File: src/rtl/seven_seg_pkg.sv
// Shared 7-segment definitions: active-low segment codes (bit6=a .. bit0=g)
// and the capture FSM state encoding.
package seven_seg_pkg;

  localparam logic [6:0] SEG_0     = 7'b0000001;
  localparam logic [6:0] SEG_1     = 7'b1001111;
  localparam logic [6:0] SEG_2     = 7'b0010010;
  localparam logic [6:0] SEG_3     = 7'b0000110;
  localparam logic [6:0] SEG_4     = 7'b1001100;
  localparam logic [6:0] SEG_5     = 7'b0100100;
  localparam logic [6:0] SEG_6     = 7'b0100000;
  localparam logic [6:0] SEG_7     = 7'b0001111;
  localparam logic [6:0] SEG_8     = 7'b0000000;
  localparam logic [6:0] SEG_9     = 7'b0000100;
  localparam logic [6:0] SEG_A     = 7'b0001000;
  localparam logic [6:0] SEG_B     = 7'b1100000;
  localparam logic [6:0] SEG_C     = 7'b0110001;
  localparam logic [6:0] SEG_D     = 7'b1000010;
  localparam logic [6:0] SEG_E     = 7'b0110000;
  localparam logic [6:0] SEG_F     = 7'b0111000;
  localparam logic [6:0] SEG_BLANK = 7'b1111111;

  // Entry n holds the pattern for hex value n.
  localparam logic [15:0][6:0] SEG_CODES = {
    SEG_F, SEG_E, SEG_D, SEG_C, SEG_B, SEG_A, SEG_9, SEG_8,
    SEG_7, SEG_6, SEG_5, SEG_4, SEG_3, SEG_2, SEG_1, SEG_0
  };

  typedef enum logic [1:0] {
    S_WAIT  = 2'd0,
    S_COUNT = 2'd1,
    S_HELD  = 2'd2
  } state_e;

endpackage

File: src/rtl/seven_seg_encoder.sv
// Reverse segment lookup: active-low pattern back to a hex nibble.
module seven_seg_encoder
  import seven_seg_pkg::*;
(
  input  logic [6:0] i_seg,
  output logic       o_hit,
  output logic [3:0] o_hex,
  output logic       o_blank
);

  // Search the code table; codes are unique so at most one entry hits.
  always_comb begin
    o_hit = 1'b0;
    o_hex = '0;
    for (int unsigned i = 0; i < 16; i++) begin
      if (i_seg == SEG_CODES[i]) begin
        o_hit = 1'b1;
        o_hex = 4'(i);
      end
    end
  end

  assign o_blank = (i_seg == SEG_BLANK);

endmodule

File: src/rtl/seven_seg_capture.sv
// Snoops a multiplexed active-low 7-segment bus, debounces each anode slot
// and captures one decoded nibble per digit with valid flags.
module seven_seg_capture
  import seven_seg_pkg::*;
#(
  parameter int unsigned NUM_DIGITS    = 4,
  parameter int unsigned STABLE_CYCLES = 4,
  parameter int unsigned CNT_W         = 8
) (
  input  logic                    clk,
  input  logic                    rst_n,
  input  logic [6:0]              seg,
  input  logic [NUM_DIGITS-1:0]   an,
  input  logic                    clear,
  output logic [4*NUM_DIGITS-1:0] digits,
  output logic [NUM_DIGITS-1:0]   digit_valid,
  output logic                    update,
  output logic                    pattern_err
);

  localparam int unsigned IDX_W = (NUM_DIGITS > 1) ? $clog2(NUM_DIGITS) : 1;
  localparam logic [CNT_W-1:0] CNT_LAST = CNT_W'(STABLE_CYCLES - 1);

  logic [6:0]              r_seg_m, r_seg_s, r_seg_d;
  logic [NUM_DIGITS-1:0]   r_an_m,  r_an_s,  r_an_d;
  state_e                  r_state;
  logic [CNT_W-1:0]        r_cnt;
  logic [4*NUM_DIGITS-1:0] r_digits;
  logic [NUM_DIGITS-1:0]   r_valid;
  logic                    r_update;
  logic                    r_err;

  logic [NUM_DIGITS-1:0]   w_low;
  logic                    w_legal;
  logic                    w_same;
  logic [IDX_W-1:0]        w_idx;
  logic                    w_hit;
  logic [3:0]              w_hex;
  logic                    w_blank;
  logic                    w_capture;

  // Two-flop synchronizers plus a delayed copy; idle display is all-ones.
  always_ff @(posedge clk or negedge rst_n) begin
    if (!rst_n) begin
      r_seg_m <= '1;
      r_seg_s <= '1;
      r_seg_d <= '1;
      r_an_m  <= '1;
      r_an_s  <= '1;
      r_an_d  <= '1;
    end else begin
      r_seg_m <= seg;
      r_seg_s <= r_seg_m;
      r_seg_d <= r_seg_s;
      r_an_m  <= an;
      r_an_s  <= r_an_m;
      r_an_d  <= r_an_s;
    end
  end

  // A slot is legal only when exactly one anode is driven low.
  assign w_low   = ~r_an_s;
  assign w_legal = (w_low != '0) && ((w_low & (w_low - NUM_DIGITS'(1))) == '0);
  assign w_same  = (r_seg_s == r_seg_d) && (r_an_s == r_an_d);

  // Position of the active anode.
  always_comb begin
    w_idx = '0;
    for (int unsigned i = 0; i < NUM_DIGITS; i++) begin
      if (w_low[i]) w_idx = IDX_W'(i);
    end
  end

  seven_seg_encoder u_enc (
    .i_seg   (r_seg_s),
    .o_hit   (w_hit),
    .o_hex   (w_hex),
    .o_blank (w_blank)
  );

  // Counter holds samples seen so far; the final matching sample captures
  // directly, so the counter never needs to store STABLE_CYCLES itself.
  assign w_capture = (r_state == S_COUNT) && w_same && w_legal && (r_cnt == CNT_LAST);

  // Stability FSM: WAIT -> COUNT -> HELD, one capture per stable window.
  always_ff @(posedge clk or negedge rst_n) begin
    if (!rst_n) begin
      r_state <= S_WAIT;
      r_cnt   <= '0;
    end else begin
      case (r_state)
        S_WAIT: begin
          if (w_legal) begin
            r_cnt   <= CNT_W'(1);
            r_state <= S_COUNT;
          end
        end
        S_COUNT: begin
          if (w_same && w_legal) begin
            if (r_cnt == CNT_LAST) r_state <= S_HELD;
            else                   r_cnt   <= r_cnt + CNT_W'(1);
          end else if (w_legal) begin
            r_cnt <= CNT_W'(1);
          end else begin
            r_state <= S_WAIT;
          end
        end
        S_HELD: begin
          if (!w_same) begin
            if (w_legal) begin
              r_cnt   <= CNT_W'(1);
              r_state <= S_COUNT;
            end else begin
              r_state <= S_WAIT;
            end
          end
        end
        default: r_state <= S_WAIT;
      endcase
    end
  end

  // Capture register file; clear is applied first so a same-cycle capture
  // result overrides it for the captured slot.
  always_ff @(posedge clk or negedge rst_n) begin
    if (!rst_n) begin
      r_digits <= '0;
      r_valid  <= '0;
      r_update <= 1'b0;
      r_err    <= 1'b0;
    end else begin
      r_update <= w_capture;
      if (clear) begin
        r_valid <= '0;
        r_err   <= 1'b0;
      end
      if (w_capture) begin
        if (w_hit) begin
          r_digits[4*w_idx +: 4] <= w_hex;
          r_valid[w_idx]         <= 1'b1;
        end else if (w_blank) begin
          r_valid[w_idx] <= 1'b0;
        end else begin
          r_valid[w_idx] <= 1'b0;
          r_err          <= 1'b1;
        end
      end
    end
  end

  assign digits      = r_digits;
  assign digit_valid = r_valid;
  assign update      = r_update;
  assign pattern_err = r_err;

endmodule

File: config.mk
export PLATFORM = sky130hd
export DESIGN_NAME = seven_seg_capture
export DESIGN_NICKNAME = d
export VERILOG_FILES = /design/src/rtl/seven_seg_pkg.sv /design/src/rtl/seven_seg_encoder.sv /design/src/rtl/seven_seg_capture.sv
export SDC_FILE = /design/constraint.sdc
export NUM_CORES = 1
export LEC_CHECK = 0
export CAP_MARGIN = 15
export CELL_PAD_IN_SITES_DETAIL_PLACEMENT = 1
export CELL_PAD_IN_SITES_GLOBAL_PLACEMENT = 2
export CORE_MARGIN = 1.5
export CORE_UTILIZATION = 37
export DETAILED_ROUTE_END_ITERATION = 8
export PLACE_DENSITY_LB_ADDON = 0.3
export SLEW_MARGIN = 20
export SYNTH_ARGS = -nofsm -noshare
export SYNTH_HDL_FRONTEND = slang
export SYNTH_SLANG_ARGS = --single-unit
File: constraint.sdc
create_clock -name clk -period 3.1 [get_ports clk]
set_input_delay 0.465 -clock clk [delete_from_list [all_inputs] [get_ports clk]]
set_output_delay 0.465 -clock clk [all_outputs]
set_load 0.02 [all_outputs]
==> metrics.md, run 1 <==
| Metric | Value |
|---|---|
| CTS Root Buffer Type | `clkbuf_8` |
| Seq/Total Area, Yosys | `0.548` |
| CTS tree | `yes` |
| Hold WC Path Type | `primary input to asynchronous set/reset pin` |
| Hold Vio Cnt, Final | `0` |
| Cts hold-fix bufs | `0` |
| Most common cell after layout, fill and taps aside | `clkdlybuf4s50_1` |
| Vias in the first global route | `approximately 2300` |
| CTS sink cnt | `between 60 and 70` |
| Placed wire-length estimate | `~4600 microns` |
| Gp weighted congestion | `between 0.7 and 0.8` |
| Buf+Inv Stages, Crit Path | `1` |
| Lkg Pwr | `approximately 1.6 nW` |
| Number of post-CTS setup repair buffers | `0` |
| Pwr/cell area | `approximately 530 nW/um^2` |
| Setup Crit Path Kind | `flip-flop to flip-flop` |
| RSZ-0062 raised after global routing | `no` |
| Diode count | `0` |
| Delay-heaviest family, CP | `simple AND/OR/NAND/NOR gates` |
| FMAX | `about 390 MHz` |
| Mapped cell area | `3040 sq um` |
| Clk pwr share | `0.483` |
| Post-route clock period utilization | `0.830` |
| Finished Layout Cells | `410` |
| Post-cts resize count | `0` |
| Worst setup path startpoint | `r_seg_s[4]` |
| Synth warn | `0` |
| Worst-path clk slew | `approximately 0.070 ns` |
| Die span in x | `approximately 94 microns` |
| Combinational share of power | `0.050` |
| Max-Cap Viols | `0` |
| Critical path data required time | `between 3 and 4 ns` |
| Worst Path Max Fanout | `26` |
| TritonCTS Buffers | `9` |
| Routed WL per cell | `16.7 microns` |
| Sequential power share | `0.467` |
| CP startpoint kind | `flip-flop` |
| Net Sw Frac | `0.212` |
| Final core utilization | `0.478` |
| First-pass GRT wire length | `about 11000 microns` |
| Die Y | `93.7 microns` |
| Ratio of cells with drive above 1 in the final layout | `0.198` |
| Post-route DRC violation count | `0` |
| Cells after DPL | `between 300 and 400` |
| Post-Syn Nets | `284` |
| Hold WS | `between 0.1 and 0.15 ns` |
| Yosys reg bits | `65` |
| Number of port buffers | `35` |
| Initial DRC Count | `approximately 130` |
| Setup crit end kind | `flip-flop` |
| Final Max Tran Viols | `0` |
| Peak VDD IR | `approximately 0.00042 V` |
| Tot GR Track Use | `0.170` |
| Initial Util | `0.388` |
| Vias | `2196` |
| Post-synth EDFFs | `0` |
| Total Wirelength | `between 6000 and 7000 microns` |
| Clk_lat worst skew | `between 0.3 and 0.4 ns` |
| RR Endpoint | `r_cnt[7]` |
| Largest net degree at the start of global routing | `66` |
| Die Area | `a little under 9000 sq um` |
| NetSw | `around 0.42 mW` |
| Reg2Reg Setup Slack | `between 0.5 and 0.6 ns` |
| Area Overhead vs Synth | `23.2%` |
| NumNets Final | `318` |
| Avg Cell Area, Syn | `around 11 sq um` |
| R2R depth | `6` |
| CP Cell Sequence | `xor2_1 -> nor4_2 -> nand3_2 -> buf_4 -> o221ai_2 -> a22o_1` |
| Mapped Cells | `between 200 and 300` |
| Ys async rst share | `1.00` |
| Total power | `between 1.5 and 2 mW` |
| Fin crit period | `2.57 ns` |
| CP peak stage delay | `approximately 0.7 ns` |
| Routed Antenna Nets | `0` |
| Core area | `about 8000 sq um` |
| Worst slew margin | `0.481` |
| Cell row count | `32` |
| Clock skew | `0.00734 ns` |
| Status | `completed` |
| DR vias/cell | `5.36` |
| Critical path's slowest cell | `dfstp_2` |
| Htree depth | `3` |
| R2R Path Start | `r_seg_s[4]` |
| CP Data Arrival Time | `around 2.9 ns` |
| Distinct cell type count after synthesis | `58` |
| Main synth FF type | `dfstp_2` |
| I/O pin count | `36` |
| Leading cell types in the layout, fill and taps excluded | `clkdlybuf4s50_1 (34), dfstp_2 (33), dfrtp_1 (32)` |
| Antenna violations before repair | `0` |
| Worst-margin pin slew | `a little under 0.8 ns` |
| CTS max path bufs | `2` |
| GRT overflow | `0` |
| Iteration count of the initial detailed-routing pass | `4` |
| Setup-failing EPs final | `0` |
| Setup_tns | `0 ns` |
| Pint | `about 1.6 mW` |
==> logic make-up (layout without fill, tap and decap cells) <==
logic type | Yosys count | in the layout | synth area share
buffers and inverters | 32 | 71 | 0.0464
DFF | 65 | 65 | 0.548
muxes | 9 | 9 | 0.0296
xor gates and xnor gates | 14 | 14 | 0.0403
AOI/OAI and AO/OA | 53 | 53 | 0.140
and+or+nand+nor | 95 | 95 | 0.192
adders and majority gates | 1 | 1 | 0.00411
==> cell usage after synthesis, types with 4 or more instances <==
| cell | count | area [sq um] |
|---|---|---|
| dfstp_2 | 33 | 867 |
| dfrtp_1 | 32 | 801 |
| inv_1 | 16 | 60.1 |
| xor2_1 | 13 | 114 |
| nor2_1 | 12 | 45.0 |
| nand2_1 | 11 | 41.3 |
| mux2i_1 | 9 | 90.1 |
| nand3_1 | 9 | 45.0 |
| nor3_1 | 9 | 45.0 |
| a21o_1 | 8 | 60.1 |
| clkbuf_1 | 8 | 30.0 |
| nand4_1 | 7 | 43.8 |
| a211o_1 | 5 | 43.8 |
| a21oi_1 | 5 | 25.0 |
| and3_1 | 5 | 31.3 |
| buf_2 | 5 | 25.0 |
| a2111oi_0 | 4 | 35.0 |
| a311oi_1 | 4 | 35.0 |
| nand2b_1 | 4 | 25.0 |
| nor2b_1 | 4 | 25.0 |
| nor3b_1 | 4 | 30.0 |
| o211ai_1 | 4 | 30.0 |
| or3_1 | 4 | 25.0 |
==> worst max-delay path by stage <==
stage,to,slack [ns],cells past startpoint
final,r_cnt[7],0.53,6
after global routing,r_cnt[1],0.27,6
after CTS,r_cnt[7],0.52,6
after detailed placement,r_cnt[1],0.59,6
after global placement,r_cnt[1],0.66,6
after floorplan,digits[8],0.80,7
==> layout make-up <==
type	count	area [sq um]
Clock buffer	12	176
Clock inverter	4	95.1
Multi-Input combinational cell	172	1230
Fill cell	882	4100
Timing Repair Buffer	39	388
Inverter	16	60.1
Tap cell	102	128
Sequential cell	65	1670
==> state kept, by name (all words and copies together), names as in the netlist <==
signal       count
r_an_s           4
r_seg_s          7
r_state          2
update           1
r_seg_m          7
r_an_m           4
pattern_err      1
digit_valid      4
digits          16
r_cnt            8
r_an_d           4
r_seg_d          7
==> layer usage <==
metal / up-vias / track usage / wire length (microns)
li1: 1053 / - / -
met1: 1105 / 0.238 / 3390
met2: 29 / 0.258 / 3170
met3: 9 / 0.0356 / 182
met4: 0 / 0.0672 / 111
met5: - / 0 / 0
==> power by group through the flow <==
stage               Combinational (mW)  Clock, mW  Sequential (mW)
CTS                              0.102      0.979            0.923
global route                     0.112       1.01            0.928
finish                          0.0994      0.955            0.924
detailed placement               0.102          0            0.938
floorplan                       0.0676          0            0.915
global placement                 0.100          0            0.936
==> metrics by stage <==
stage	cell area [sq um]	worst slack (ns)
floorplan	3040	0.799
global placement	3480	0.656
detailed placement	3480	0.586
CTS	3750	0.524
global route	3750	0.267
finish	3750	0.528
No activity file was read; power rests on OpenSTA's default activity.
==> run 2: changes to the inputs <==
clock period = 2.55 ns   (was 3.1 ns; I/O delays follow)
==> metrics.md, run 2 (synthesis results as in run 1) <==
| Metric | Value |
|---|---|
| Status | `completed` |
| Ratio of cells with drive above 1 in the final layout | `0.223 (+0.0245)` |
| Clock skew | `0.00738 ns (+0.0000363 ns)` |
| Final worst slack | `0.182 ns (-0.346 ns)` |
| DR vias/cell | `5.48 (+2.2%)` |
| Vias in the first global route | `2258 (-0.83%)` |
| Hold Vio Cnt, Final | `0 (unchanged)` |
| Multi-input gate area | `1240 sq um (+0.10%)` |
| Routed WL per cell | `17.1 microns (+2.0%)` |
| RR Endpoint | `r_cnt[6]` |
| Fin crit period | `2.37 ns (-0.204 ns)` |
| Placed wire-length estimate | `4880 microns (+6.9%)` |
| Core area | `7850 sq um (unchanged)` |
| Hold WS | `0.356 ns (+0.225 ns)` |
| CTS Root Buffer Type | `clkbuf_8` |
| Clk_lat worst skew | `0.34 ns (about the same)` |
| CP startpoint kind | `flip-flop` |
| Die Area | `8780 sq um (unchanged)` |
| Iteration count of the initial detailed-routing pass | `4 (unchanged)` |
| Critical Path Sink | `r_cnt[6]` |
| TritonCTS Buffers | `9 (unchanged)` |
| Pwr/cell area | `601 nW/um^2 (+14%)` |
| Initial Util | `0.388 (unchanged)` |
| Cell row count | `32 (unchanged)` |
| RSZ-0062 raised after global routing | `no` |
| First-pass GRT wire length | `11700 microns (+2.2%)` |
| Vias | `2305 (+5.0%)` |
| I/O pin count | `36 (unchanged)` |
| Register area | `1670 sq um (unchanged)` |
| Die span in x | `93.7 microns (unchanged)` |
| Cells after DPL | `404 (+2.5%)` |
| CTS max path bufs | `2 (unchanged)` |
| Max reg flops | `16 (unchanged)` |
| Worst Path Max Fanout | `22 (-15%)` |
| Worst slew margin | `0.566 (+0.0851)` |
| Final Max Tran Viols | `0 (unchanged)` |
| Area Overhead vs Synth | `24.5%` |
| Routed Antenna Nets | `0 (unchanged)` |
| Setup crit end kind | `flip-flop` |
| R2R depth | `7 (+1)` |
| Peak VDD IR | `0.000380 V (-9.0%)` |
| Post-place setup slack | `0.241 ns (-0.344 ns)` |
| FMAX | `422 MHz (+8.6%)` |
| Hold WC Path Type | `flip-flop to flip-flop` |
| Lkg Pwr | `1.59 nW (+1.9%)` |
| # fillers | `883 (+0.11%)` |
| Max-Cap Viols | `0 (unchanged)` |
| Tot GR Track Use | `0.175 (+0.00467)` |
| R2R Path Start | `r_seg_s[5]` |
| Worst-margin pin slew | `0.649 ns (-0.127 ns)` |
| Critical path data required time | `2.83 ns (-0.55 ns)` |
| Worst-path clk slew | `0.08 ns (about the same)` |
| Initial DRC Count | `141 (+10%)` |
| Diode count | `0 (unchanged)` |
| Worst setup path startpoint | `r_seg_s[5]` |
| Largest net degree at the start of global routing | `27 (-59%)` |
| Number of post-CTS setup repair buffers | `0 (unchanged)` |
| Setup Crit Path Kind | `flip-flop to flip-flop` |
| Post-route DRC violation count | `0 (unchanged)` |
| CTS sink cnt | `65 (unchanged)` |
| Antenna violations before repair | `0 (unchanged)` |
| Most common cell after layout, fill and taps aside | `clkdlybuf4s50_1` |
| Htree depth | `3 (unchanged)` |
| Total Wirelength | `7180 microns (+4.8%)` |
| NumNets Final | `329 (+3.5%)` |
| Number of port buffers | `35 (unchanged)` |
| Leading cell types in the layout, fill and taps excluded | `clkdlybuf4s50_1 (34), dfstp_2 (33), dfrtp_1 (32)` |
| CTS tree | `yes` |
| Post-route clock period utilization | `0.929 (+0.0988)` |
| Finished Layout Cells | `421 (+2.7%)` |
| Reg2Reg Setup Slack | `0.18 ns (-0.35 ns)` |
| Die Y | `93.7 microns (unchanged)` |
| CP Data Arrival Time | `2.65 ns (-0.20 ns)` |
| Gp weighted congestion | `0.753 (+0.67%)` |
| GRT overflow | `0 (unchanged)` |
| Setup-failing EPs final | `0 (unchanged)` |
| Setup_tns | `0 ns (unchanged)` |
==> run 2: changes by cell type in the layout (fill, tap and decap cells not counted), moves of 2 or more <==
cell and delta:
clkbuf_8 -2, inv_6 +3, buf_4 +11, bufinv_16 -2
==> run 2: worst min path at each step <==
stage	start	end	slack, ns	depth (start not counted)
2_1_floorplan	rst_n	digit_valid[0]	0.09	0
3_3_place_gp	rst_n	digits[13]	0.33	1
3_5_place_dp	rst_n	digits[13]	0.34	1
4_1_cts	r_an_m[0]	r_an_s[0]	0.36	0
5_1_grt	r_an_m[0]	r_an_s[0]	0.35	0
6_report	r_an_m[0]	r_an_s[0]	0.36	0
==> run 2: worst max-delay path: stages (launching register included) <==
cell and delay, ns:
dfstp_2 0.58, buf_4 0.22, xor2_1 0.11, nor4_2 0.41, nand3_2 0.11, buf_4 0.22, a2111oi_0 0.51, a21o_1 0.14
==> run 2: through the flow <==
| stage | utilization | instance area, sq um | power [mW] |
|---|---|---|---|
| final | 0.483 | 3790 | 2.28 |
| after global routing | 0.483 | 3790 | 2.37 |
| after CTS | 0.483 | 3790 | 2.31 |
| after detailed placement | 0.451 | 3540 | 1.27 |
| after global placement | 0.451 | 3540 | 1.27 |
| after floorplan | - | 3040 | 1.19 |
==> run 2: timing repair <==
item	CTS	global route
endpoints found under the setup margin	0	5
hold buffers	1	0
endpoints found under the hold margin	1	0
resized for setup	0	1
==> run 2: routing by layer <==
metal  routed length (microns)  track usage
met5                         0            0
met4                       101       0.0535
met3                       231       0.0437
met2                      3400        0.268
met1                      3440        0.244
==> run 2: area by class of cell <==
cell class                 instances  share of cell area
inverter                          16              0.0158
tap                              102              0.0337
timing repair buffer              50               0.121
sequential                        65               0.440
clock buffer                      11              0.0459
clock inverter                     5              0.0172
multi-input combinational        172               0.326
==> run 2: report_power, final <==
group	internal, mW	switching (mW)
Clock	0.583	0.440
Sequential	1.08	0.0386
Combinational	0.0595	0.0772
Total	1.72	0.556
==> run 3: changes to the inputs <==
GPL_TIMING_DRIVEN = 0   (was unset)
==> metrics.md, run 3 (synthesis results as in run 1) <==
| Metric | Value |
|---|---|
| Antenna violations before repair | `0 (unchanged)` |
| Pwr/cell area | `576 nW/um^2 (-4.2%)` |
| # fillers | `871 (-1.4%)` |
| Htree depth | `3 (unchanged)` |
| Worst Path Max Fanout | `10 (-55%)` |
| Diode count | `0 (unchanged)` |
| CTS sink cnt | `65 (unchanged)` |
| Placed wire-length estimate | `4850 microns (-0.57%)` |
| Setup_tns | `0 ns (unchanged)` |
| Multi-input gate area | `1300 sq um (+5.0%)` |
| Max reg flops | `16 (unchanged)` |
| Setup crit end kind | `flip-flop` |
| Total Wirelength | `6890 microns (-4.0%)` |
| RSZ-0062 raised after global routing | `yes` |
| Vias in the first global route | `2236 (-0.97%)` |
| Area Overhead vs Synth | `26.8%` |
| Leading cell types in the layout, fill and taps excluded | `clkdlybuf4s50_1 (34), dfstp_2 (33), dfrtp_1 (32)` |
| Clock skew | `0.00940 ns (+0.00202 ns)` |
| Cells after DPL | `407 (+0.74%)` |
| Hold path cells | `0 (unchanged)` |
| Fin crit period | `2.50 ns (+0.132 ns)` |
| Lkg Pwr | `1.60 nW (+0.74%)` |
| Register area | `1670 sq um (unchanged)` |
| Vias | `2280 (-1.1%)` |
| Final core utilization | `0.492 (+0.00861)` |
| Iteration count of the initial detailed-routing pass | `5 (+1)` |
| Post-place setup slack | `-0.127 ns (-0.368 ns)` |
| Post-route clock period utilization | `0.980 (+0.0517)` |
| CP Data Arrival Time | `2.71 ns (+0.06 ns)` |
| Cell row count | `32 (unchanged)` |
| Worst slew margin | `0.599 (+0.0324)` |
| Number of port buffers | `35 (unchanged)` |
| I/O pin count | `36 (unchanged)` |
| Max-Cap Viols | `0 (unchanged)` |
| Initial Util | `0.388 (unchanged)` |
| Routed WL per cell | `16.2 microns (-5.1%)` |
| NumNets Final | `334 (+1.5%)` |
| Tot GR Track Use | `0.176 (+0.000783)` |
| CTS max path bufs | `2 (unchanged)` |
| CTS tree | `yes` |
| Clk_lat worst skew | `0.34 ns (about the same)` |
| Peak VDD IR | `0.000474 V (+25%)` |
| Hold WC Path Type | `flip-flop to flip-flop` |
| TritonCTS Buffers | `9 (unchanged)` |
| Die Area | `8780 sq um (unchanged)` |
| Largest net degree at the start of global routing | `41 (+52%)` |
| Final worst slack | `0.0502 ns (-0.132 ns)` |
| Setup Crit Path Kind | `flip-flop to flip-flop` |
| Post-DP Area | `3540 sq um (about the same)` |
| R2R depth | `7 (unchanged)` |
| Critical path data required time | `2.76 ns (-0.07 ns)` |
| Ratio of cells with drive above 1 in the final layout | `0.247 (+0.0243)` |
| FMAX | `400 MHz (-5.3%)` |
| Total power | `2.22 mW (-2.5%)` |
| CP startpoint kind | `flip-flop` |
| Hold WS | `0.350 ns (-0.00585 ns)` |
| CTS Root Buffer Type | `clkbuf_8` |
| Finished Layout Cells | `426 (+1.2%)` |
| First-pass GRT wire length | `11600 microns (-0.94%)` |
| Routed Antenna Nets | `0 (unchanged)` |
| Gp weighted congestion | `0.850 (+13%)` |
| Worst-path clk slew | `0.07 ns (about the same)` |
| Post-route cell area | `3860 sq um (+1.8%)` |
| Die Y | `93.7 microns (unchanged)` |
| Final Max Tran Viols | `0 (unchanged)` |
| Hold Vio Cnt, Final | `0 (unchanged)` |
| Most common cell after layout, fill and taps aside | `clkdlybuf4s50_1` |
| Core area | `7850 sq um (unchanged)` |
| Initial DRC Count | `146 (+3.5%)` |
| Post-route DRC violation count | `0 (unchanged)` |
| Worst-margin pin slew | `0.599 ns (-0.0499 ns)` |
| DR vias/cell | `5.35 (-2.2%)` |
| Status | `completed` |
| GRT overflow | `0 (unchanged)` |
| Die span in x | `93.7 microns (unchanged)` |
| Setup-failing EPs final | `0 (unchanged)` |
run 3: critical path, cell delays in order, from the launching register on:
cell,delay [ns]
dfstp_2,0.54
buf_6,0.14
or4b_1,0.50
or3_1,0.33
and3_4,0.17
buf_6,0.14
a311o_1,0.41
mux2i_1,0.13
run 3: area by class of cell:
| type | instances | share of cell area |
|---|---|---|
| plain buffers | 16 | 0.0230 |
| clock buffers | 12 | 0.0457 |
| clock inverters | 4 | 0.0123 |
| inverters | 16 | 0.0156 |
| multi-input cells | 172 | 0.336 |
| flip-flops and latches | 65 | 0.432 |
| well taps | 102 | 0.0331 |
| repair buffers | 39 | 0.102 |
run 3: worst paths after layout:
kind | start | endpoint | slack, ns
min | r_seg_m[1] | r_seg_s[1] | 0.35
min in group asynchronous | rst_n | digits[13] | 0.49
max | r_seg_s[5] | digits[8] | 0.05
max reg2reg | r_seg_s[5] | digits[8] | 0.05
max in group asynchronous | rst_n | r_seg_d[5] | 1.47
min reg2reg | r_seg_m[1] | r_seg_s[1] | 0.35
run 3: report_power, final:
group | leakage (nW) | switching (mW) | total [mW] | internal, mW
combinational | 0.699 | 0.100 | 0.163 | 0.0631
clock | 0.114 | 0.396 | 0.957 | 0.561
sequential | 0.788 | 0.0203 | 1.10 | 1.08
run 3: metal layers:
metal,track usage,part of all wire,routed length [microns]
met3,0.0510,0.037,258
met4,0.0672,0.018,125
met2,0.258,0.46,3150
met1,0.245,0.49,3360
met5,0,0,0
run 3: what timing repair did:
action | CTS | global route
pin swaps | 0 | 1
resized for setup | 6 | 15
hold endpoints to repair | 25 | 0
setup endpoints to repair | 18 | 27
hold buffers | 1 | 0
setup buffers | 0 | 2
==> RTL change, RTL diff (settings of run 2) <==
Register the output `digits` once more; this adds one clock of latency there. The other outputs are not delayed to match.
--- a/src/rtl/seven_seg_capture.sv
+++ b/src/rtl/seven_seg_capture.sv
@@ -150,3 +150,5 @@
 
-  assign digits      = r_digits;
+  always_ff @(posedge clk) begin
+    digits <= r_digits;
+  end
   assign digit_valid = r_valid;
Function: changed (a bounded check fails within 10 cycles, from zero or initial values and one cycle with rst_n low).
==> RTL change against run 2 <==
Power rose by 8.1%. Setup slack lost 0.11 ns. Sequential share of layout area increased by 3.3 points. Area after synthesis grew 8.0%. Wire length decreased by 4.6%. Sequential cell count is 16 higher. Cell area grew 11%.
==> RTL change: results (changes against run 2) <==
outcome: "finished clean"
cp_max_fo: 7  # -68%
gp_congestion: 0.8220  # +9.2%
synth-async-reset-ratio_pct: 80.25  # -20 points
synthXorXnorAreaFrac_pct: 3.995  # -0.033 points
drv_slew: 0  # unchanged
dp_hpwl_um: 4625  # -5.2%
yosysSeqAreaShare_pct: 60.46  # +5.7 points
tightest_slew_ns: 0.6429  # -0.006475 ns
synthAdderAreaFrac_pct: 0.3805  # -0.030 points
finalClockSkew_ns: 0.01031  # +0.002929 ns
avgSynthCellArea_um2: 12.84  # +13%
nNetsFinal: 334  # +1.5%
cellLeakagePower_nw: 1.735  # +9.2%
irDropWorstVdd_mv: 0.2667  # -30%
synth-compound-area-share_pct: 12.86  # -1.1 points
clockBufferDepth: 2  # unchanged
grt_pass1_wl_um: 11810  # +0.94%
synth_top_family_by_area: "simple AND/OR/NAND/NOR gates"
viasPerCell: 5.178  # -5.4%
yosysUniqueCellTypes: 59  # +1.7%
drt-initial-drc-count: 99  # -30%
clk_pin_slew_ns: 0.09
dp_cells: 403  # -0.25%
wire_per_inst_um: 15.85  # -7.1%
drive_above_1_share_pct: 33.02  # +11 points
detail_route.first_pass.iterations: 4  # unchanged
crit_arrival_ns: 2.73  # +0.08 ns
yosysWarnings: 0  # unchanged
grt_use_total_pct: 15.70  # -1.8 points
place_ws_ns: -0.03971  # -0.2812 ns
grt_max_degree: 41  # +52%
top_regs: "digits (16), r_digits (16), r_cnt (8)"
fillCellCount: 918  # +4.0%
synth.area.mux_share_pct: 4.110  # +1.2 points
ys_top_cells_by_area: "dfstp_2 (26%), dfrtp_1 (24%), dfxtp_1 (9.7%), xor2_1 (3.5%), mux2_2 (3.4%)"
totalWireLength_um: 6848  # -4.6%
postPlaceCellArea_um2: 3842  # +8.5%
cts_root_buf: "clkbuf_8"
htree_num_levels: 3  # unchanged
hold_path.class: "in -> async"
cts_buffers: 9  # unchanged
port_buffers: 35  # unchanged
crit_slowest_cell: "or4_4"
slowest_delay_ns: 0.51  # -0.07 ns
synthesis.nets: 271  # -4.6%
grt_pass1_vias: 2291  # +1.5%
ys.flop_type: "dfstp_2"
n_antenna_cell: 0  # unchanged
clock_latency_ns: 0.36  # +0.02 ns
ys_top_cells_by_count: "dfstp_2 (33), dfrtp_1 (32), dfxtp_1 (16), xor2_1 (13), nand2b_1 (12)"
-- RTL change: timing repair --
item	4_1_cts	5_1_grt
gates resized for setup	5	7
setup endpoints to repair	6	8
setup buffers	11	2
cloned	0	0
pin swaps	4	6
-- RTL change: cells by family (layout without fill, tap and decap cells) --
family | after synthesis | in the layout
xor+xnor | 15 | 15
simple gates | 83 | 83
compound gates | 48 | 48
fa+ha+maj | 1 | 1
buf+inv | 16 | 84
mux | 12 | 12
flops | 81 | 81
-- RTL change: area by class of cell --
cell class,instances,area share [%]
sequential,81,47.30
multi-input combinational,159,30.30
timing repair buffer,65,14.23
clock buffer,10,3.535
tap,108,3.209
clock inverter,6,1.159
inverter,3,0.2674
-- RTL change: where the power goes --
group / switching, W / leakage [nW] / internal [W]
Combinational: 0.0000929 / 0.714 / 0.0000791
Sequential: 0.0000328 / 0.918 / 0.00134
Clock: 0.000501 / 0.102 / 0.000423
Total: 0.000627 / 1.74 / 0.00184
-- RTL change: final timing paths --
| kind | from | to | slack, ns | depth (start not counted) |
|---|---|---|---|---|
| worst min-delay path | rst_n | r_cnt[5] | 0.04 | 1 |
| worst min register to register | r_an_m[0] | r_an_s[0] | 0.36 | 0 |
| worst max-delay path | r_seg_s[3] | r_digits[8] | 0.07 | 6 |
| min in group clk | r_an_m[0] | r_an_s[0] | 0.36 | 0 |
| max in group asynchronous | rst_n | r_seg_d[5] | 1.81 | 2 |
| worst max register to register | r_seg_s[3] | r_digits[8] | 0.07 | 6 |
-- RTL change: metrics by stage --
step | util [%] | hold slack (ns)
finish | 48.53 | 0.03827
global route | 48.53 | 0.06641
CTS | 47.95 | 0.04548
detailed placement | 44.28 | 0.3478
global placement | 44.28 | 0.3455
floorplan | - | 0.08691
-- RTL change: routing by layer --
layer	vias to the layer above	part of all wire [%]	track usage, %	routed length (µm)
met4	0	2.1	7.253	141
met3	10	2.6	2.878	177
met5	-	0	0	0
li1	1065	-	-	-
met2	39	47	23.78	3226
met1	1123	48	21.95	3303
-- RTL change: critical path: cells and delay by family, from the launching register on --
family | cells | cell delay, ns
buffers and inverters | 1 | 0.19
muxes | 1 | 0.33
AOI/OAI and AO/OA | 3 | 0.85
DFF | 1 | 0.50
and+or+nand+nor | 1 | 0.51
